$ cat src/rtl/fetch_unit.sv
// Fetch stage: owns the PC, drives imem combinationally and registers the returned word into IF/ID.
// Latency 1 cycle (word at pc appears on if_id_* after the next edge); stall holds pc/IF/ID, redirect flushes.
module fetch_unit #(
    parameter logic [31:0] RESET_PC       = 32'h0000_0000,
    parameter int unsigned IMEM_WORDS     = 64,
    parameter bit          HALT_ON_EBREAK = 1'b1
) (
    input  logic        clk,
    input  logic        reset_n,
    input  logic        stall,
    input  logic        redirect,
    input  logic [31:0] redirect_target,
    output logic [31:0] imem_a,
    input  logic [31:0] imem_rd,
    output logic        if_id_valid,
    output logic [31:0] if_id_pc,
    output logic [31:0] if_id_pc_plus4,
    output logic [31:0] if_id_instr,
    output logic        halted,
    output logic        fault,
    output logic [31:0] fault_pc,
    output logic [31:0] fetch_count
);

    localparam logic [31:0] NOP_INSTR    = 32'h0000_0013;
    localparam logic [31:0] EBREAK_INSTR = 32'h0010_0073;
    localparam logic [31:0] RANGE_BYTES  = 32'(4 * IMEM_WORDS);

    typedef enum logic [1:0] {
        ST_RUN   = 2'd0,
        ST_HALT  = 2'd1,
        ST_FAULT = 2'd2
    } state_t;

    state_t      state_q, state_d;
    logic [31:0] pc_q, pc_d;
    logic        if_id_valid_q, if_id_valid_d;
    logic [31:0] if_id_pc_q, if_id_pc_d;
    logic [31:0] if_id_pc_plus4_q, if_id_pc_plus4_d;
    logic [31:0] if_id_instr_q, if_id_instr_d;
    logic [31:0] fault_pc_q, fault_pc_d;
    logic [31:0] fetch_count_q, fetch_count_d;

    logic        pc_in_range;
    logic        target_legal;
    logic        is_ebreak;
    logic [31:0] pc_plus4;

    // Offset subtraction wraps, so addresses below RESET_PC fail the compare too.
    function automatic logic in_range(input logic [31:0] addr);
        return (addr - RESET_PC) < RANGE_BYTES;
    endfunction

    always_comb begin
        pc_in_range  = in_range(pc_q);
        target_legal = (redirect_target[1:0] == 2'b00) && in_range(redirect_target);
        is_ebreak    = HALT_ON_EBREAK && (imem_rd == EBREAK_INSTR);
        pc_plus4     = pc_q + 32'd4;
    end

    always_comb begin
        state_d          = state_q;
        pc_d             = pc_q;
        if_id_valid_d    = if_id_valid_q;
        if_id_pc_d       = if_id_pc_q;
        if_id_pc_plus4_d = if_id_pc_plus4_q;
        if_id_instr_d    = if_id_instr_q;
        fault_pc_d       = fault_pc_q;
        fetch_count_d    = fetch_count_q;

        case (state_q)
            ST_RUN: begin
                if (redirect) begin
                    if_id_valid_d = 1'b0;
                    if_id_instr_d = NOP_INSTR;
                    if (target_legal) begin
                        pc_d = redirect_target;
                    end else begin
                        state_d    = ST_FAULT;
                        fault_pc_d = redirect_target;
                    end
                end else if (!stall) begin
                    if (!pc_in_range) begin
                        state_d       = ST_FAULT;
                        fault_pc_d    = pc_q;
                        if_id_valid_d = 1'b0;
                        if_id_instr_d = NOP_INSTR;
                    end else begin
                        if_id_valid_d    = 1'b1;
                        if_id_pc_d       = pc_q;
                        if_id_pc_plus4_d = pc_plus4;
                        if_id_instr_d    = imem_rd;
                        fetch_count_d    = fetch_count_q + 32'd1;
                        // EBREAK is delivered to decode but the PC parks on it.
                        if (is_ebreak) begin
                            state_d = ST_HALT;
                        end else begin
                            pc_d = pc_plus4;
                        end
                    end
                end
            end
            ST_HALT: begin
                if (redirect) begin
                    if_id_valid_d = 1'b0;
                    if_id_instr_d = NOP_INSTR;
                    if (target_legal) begin
                        pc_d    = redirect_target;
                        state_d = ST_RUN;
                    end else begin
                        state_d    = ST_FAULT;
                        fault_pc_d = redirect_target;
                    end
                end else if (!stall) begin
                    if_id_valid_d = 1'b0;
                    if_id_instr_d = NOP_INSTR;
                end
            end
            ST_FAULT: begin
                if_id_valid_d = 1'b0;
            end
            default: begin
                state_d       = ST_FAULT;
                fault_pc_d    = pc_q;
                if_id_valid_d = 1'b0;
                if_id_instr_d = NOP_INSTR;
            end
        endcase
    end

    always_ff @(posedge clk) begin
        if (!reset_n) begin
            state_q          <= ST_RUN;
            pc_q             <= RESET_PC;
            if_id_valid_q    <= 1'b0;
            if_id_pc_q       <= 32'd0;
            if_id_pc_plus4_q <= 32'd0;
            if_id_instr_q    <= NOP_INSTR;
            fault_pc_q       <= 32'd0;
            fetch_count_q    <= 32'd0;
        end else begin
            state_q          <= state_d;
            pc_q             <= pc_d;
            if_id_valid_q    <= if_id_valid_d;
            if_id_pc_q       <= if_id_pc_d;
            if_id_pc_plus4_q <= if_id_pc_plus4_d;
            if_id_instr_q    <= if_id_instr_d;
            fault_pc_q       <= fault_pc_d;
            fetch_count_q    <= fetch_count_d;
        end
    end

    assign imem_a         = pc_q;
    assign if_id_valid    = if_id_valid_q;
    assign if_id_pc       = if_id_pc_q;
    assign if_id_pc_plus4 = if_id_pc_plus4_q;
    assign if_id_instr    = if_id_instr_q;
    assign halted         = (state_q == ST_HALT);
    assign fault          = (state_q == ST_FAULT);
    assign fault_pc       = fault_pc_q;
    assign fetch_count    = fetch_count_q;

endmodule

$ cat config.mk
export PLATFORM = sky130hd
export DESIGN_NAME = fetch_unit
export DESIGN_NICKNAME = d
export VERILOG_FILES = /design/src/rtl/fetch_unit.sv
export SDC_FILE = /design/constraint.sdc
export NUM_CORES = 1
export LEC_CHECK = 0
export CORE_ASPECT_RATIO = 0.75
export CORE_MARGIN = 2
export CORE_UTILIZATION = 45
export DETAILED_ROUTE_END_ITERATION = 10
export HOLD_SLACK_MARGIN = 0.1
export PLACE_DENSITY_LB_ADDON = 0.15
export SYNTH_ARGS = -nofsm -noshare
export SYNTH_HDL_FRONTEND = slang
export SYNTH_SLANG_ARGS = --single-unit
$ cat constraint.sdc
create_clock -name clk -period 3.3 [get_ports clk]
set_input_delay 0.66 -clock clk [delete_from_list [all_inputs] [get_ports clk]]
set_output_delay 0.66 -clock clk [all_outputs]
set_load 0.1 [all_outputs]
==> flow_metrics.py <==
metrics = {
    "status": {
        "status": "complete, no violations",
    },
    "power": {
        "power.internal_mw": 3.67,
        "ir_drop_uv": 298,
        "p_sw_mw": 1.77,
        "power_density_nw_per_um2": 522,
        "comb_power_share_pct": 19.1,
        "seqPwrFrac_pct": 44.7,
        "clkPwrFrac_pct": 36.2,
        "static-leakage-power_nw": 4.34,
        "switching_share_pct": 32.5,
    },
    "critical_path": {
        "r2r_setup_slack_ps": 570,
        "cpMaxStageDelayCell": "or4_4",
        "critPathLaunchType": "input port",
        "worstPathCellList": "clkdlybuf4s50_1 -> nor3b_1 -> or4_4 -> or4_4 -> or4_1 -> a21oi_1",
        "setup.worst_path.class": "in -> reg",
        "path_max_fanout": 40,
        "crit_path_max_incr_delay_ps": 690,
        "end_kind": "flop",
        "critPathBufInv": 1,
        "startpoint": "redirect",
        "path_delay_family": "simple AND/OR/NAND/NOR gates",
        "path_common_cell": "or4_4",
        "r2r_start": "imem_a[23]",
        "worstPathRequired_ps": 3670,
        "arrival_ps": 3170,
    },
    "yosys": {
        "synth.distinct_cells": 50,
        "synth_flop_cell": "dfxtp_1",
        "yosysWarnings": 0,
        "ys_async_sr_fraction_pct": 0,
        "synth_area_um2": 7520,
        "synth_area_leaders": "dfxtp_1 51%, a21oi_1 4.9%, and3_1 4.2%, nand2_1 4.1%, o2bb2ai_1 3.7%",
        "synth_seq_cells": 193,
        "avgSynthCellArea_um2": 9.33,
        "synthesis.nets": 876,
        "ys_seq_area_share_pct": 51.4,
        "synth_edf_count": 0,
        "yosysTopAreaCell": "dfxtp_1",
        "synthCells": 806,
        "synth_top_area_share_pct": 51.4,
    },
    "floorplanning": {
        "die_h_um": 116,
        "initial_utilization_pct": 46.5,
        "rows": 40,
        "design.core.area_um2": 16200,
        "die_w_um": 153,
        "io_pins": 263,
        "die-area_um2": 17800,
    },
    "clock_network": {
        "cts_num_sinks": 193,
        "htreeDepth": 4,
        "ctsHoldBuffers": 0,
        "clk_pin_slew_worst_paths_ps": 70,
        "insertion_delay_ps": 440,
        "cts_tree": "built",
        "cts_buffers": 17,
        "clockBufferDepth": 2,
        "cts.repair.resized": 0,
        "cts_setup_buffers": 0,
        "clockRootBuffer": "clkbuf_16",
    },
    "sta": {
        "hold_viol_final": 0,
        "finalCriticalPeriod_ps": 2810,
        "fin_skew_ps": 11.4,
        "rsz0062_at_grt": "no",
        "tns_ps": 0,
        "max_freq_ghz": 0.356,
        "setup_viol": 0,
        "worst_pin_slew_ps": 660,
        "timing.final.crit_share_pct": 85.1,
        "slew_violations": 0,
        "slew_headroom_pct": 55.6,
    },
    "hold_path": {
        "hp-start": "if_id_instr[20]",
        "hp-class": "reg -> reg",
    },
    "finish": {
        "syn_to_final_growth_pct": 38.8,
        "drive_above_1_share_pct": 25.0,
        "fin_util_pct": 64.5,
        "nNetsFinal": 1117,
        "layout.cells.non_filler": 1270,
        "antenna_cells": 0,
        "nFillCells": 1417,
        "stdcell_area_um2": 10400,
    },
    "placement": {
        "io_buffers": 262,
        "dpl.hpwl_um": 15000,
        "placed_cells": 1238,
        "gp_congestion": 0.817,
        "dpl_cell_area_um2": 9870,
    },
    "routing": {
        "vias_per_cell": 5.59,
        "drc": 0,
        "totalWireLength_um": 21700,
        "drt_iter0_markers": 477,
        "ant_nets": 0,
        "via_count": 7096,
        "dr.pass1.iters": 5,
        "wl_per_cell_um": 17.1,
    },
    "global_routing": {
        "grt_pass1_vias": 6394,
        "antenna_found_initial": 0,
        "overflow": 0,
        "grt_pass1_wl_um": 34000,
        "grt_util_all_layers_pct": 23.6,
        "grt_max_degree": 98,
    },
    "job": {
        "cap_violations": 0,
    },
}
## routing by layer
metal / track usage [%] / routed length, µm / up-vias
met5: 0 / 0 / -
met2: 36.9 / 9720 / 255
met3: 5.39 / 1420 / 31
met1: 32.5 / 10100 / 3343
met4: 8.40 / 404 / 0
li1: - / - / 3467
## through the flow
stage,setup slack (ps),hold slack (ps),power [mW]
after CTS,504,455,5.48
final,491,453,5.44
after floorplan,252,458,3.21
after global routing,368,472,5.63
after detailed placement,51.0,444,3.52
after global placement,95.8,439,3.52
## worst paths after layout
check,end,cells after the start
worst max-delay path,fetch_count[16],6
worst min-delay path,if_id_instr[20],2
worst max register to register,fetch_count[16],5
worst min register to register,if_id_instr[20],2
## cell usage in the layout (no fill, tap or decap), types with 3 or more instances in the layout
cell,count
nor4_1,23
a31oi_1,6
o2bb2ai_1,32
o21ai_0,8
nand4_1,16
nor3b_1,19
clkdlybuf4s50_1,66
o31ai_1,20
clkbuf_16,17
clkinvlp_4,4
nand3_1,41
nor2b_1,3
a22oi_1,6
xnor2_1,6
a211oi_1,6
buf_4,219
nor2_1,34
nand2_1,82
a21oi_1,73
inv_6,5
and4_1,7
or4_1,23
mux2i_1,27
o211a_1,6
o32ai_1,5
nand2b_1,4
dfxtp_1,193
xor2_1,3
inv_1,7
or3_1,9
and3_1,51
## sequential cells by signal, summed over array words and instances (netlist names)
name,flops
imem_a,32
if_id_valid,1
if_id_instr,32
if_id_pc,32
fault_pc,32
if_id_pc_plus4,30
fetch_count,32
state_q,2
## layout make-up
class	instances	area, µm²	area share (%)
Sequential cell	193	3860	37.0
Multi-Input combinational cell	539	3360	32.2
Timing Repair Buffer	288	2350	22.5
Clock buffer	18	439	4.21
Tap cell	210	263	2.52
Clock inverter	14	124	1.19
Inverter	8	30.0	0.288
## synthesized netlist by cell type, types with 7 or more instances
cell type,instances
a21oi_1,74
and3_1,51
and4_1,7
clkbuf_1,53
dfxtp_1,193
inv_1,7
mux2i_1,27
nand2_1,82
nand3_1,42
nand4_1,16
nor2_1,34
nor3b_1,19
nor4_1,23
o21ai_0,8
o2bb2ai_1,32
o31ai_1,20
or3_1,9
or4_1,23
## tightest hold or removal path, delay by kind of cell (launching register included)
family,cells,cell delay (ps)
simple gates,1,50
flops,1,310
compound gates,1,50
## logic make-up (layout without fill, tap and decap cells)
kind of cell,count (synthesis),in the layout,synth area share (%)
AND/OR/NAND/NOR,326,326,23.8
adder cells (fa/ha/maj),2,2,0.333
AO/OA/AOI/OAI,175,175,15.7
buffers and inverters,74,328,4.19
flip-flops,193,193,51.4
multiplexers,27,27,3.59
XOR/XNOR,9,9,1.05
## power groups by stage
stage | Sequential [mW] | Combinational, mW | Clock [mW]
global route | 2.44 | 1.09 | 2.10
floorplan | 2.91 | 0.297 | 0
global placement | 2.49 | 1.03 | 0
finish | 2.43 | 1.04 | 1.97
detailed placement | 2.49 | 1.04 | 0
CTS | 2.43 | 1.04 | 2.01
Note: power is estimated with default switching activity, not from simulation.
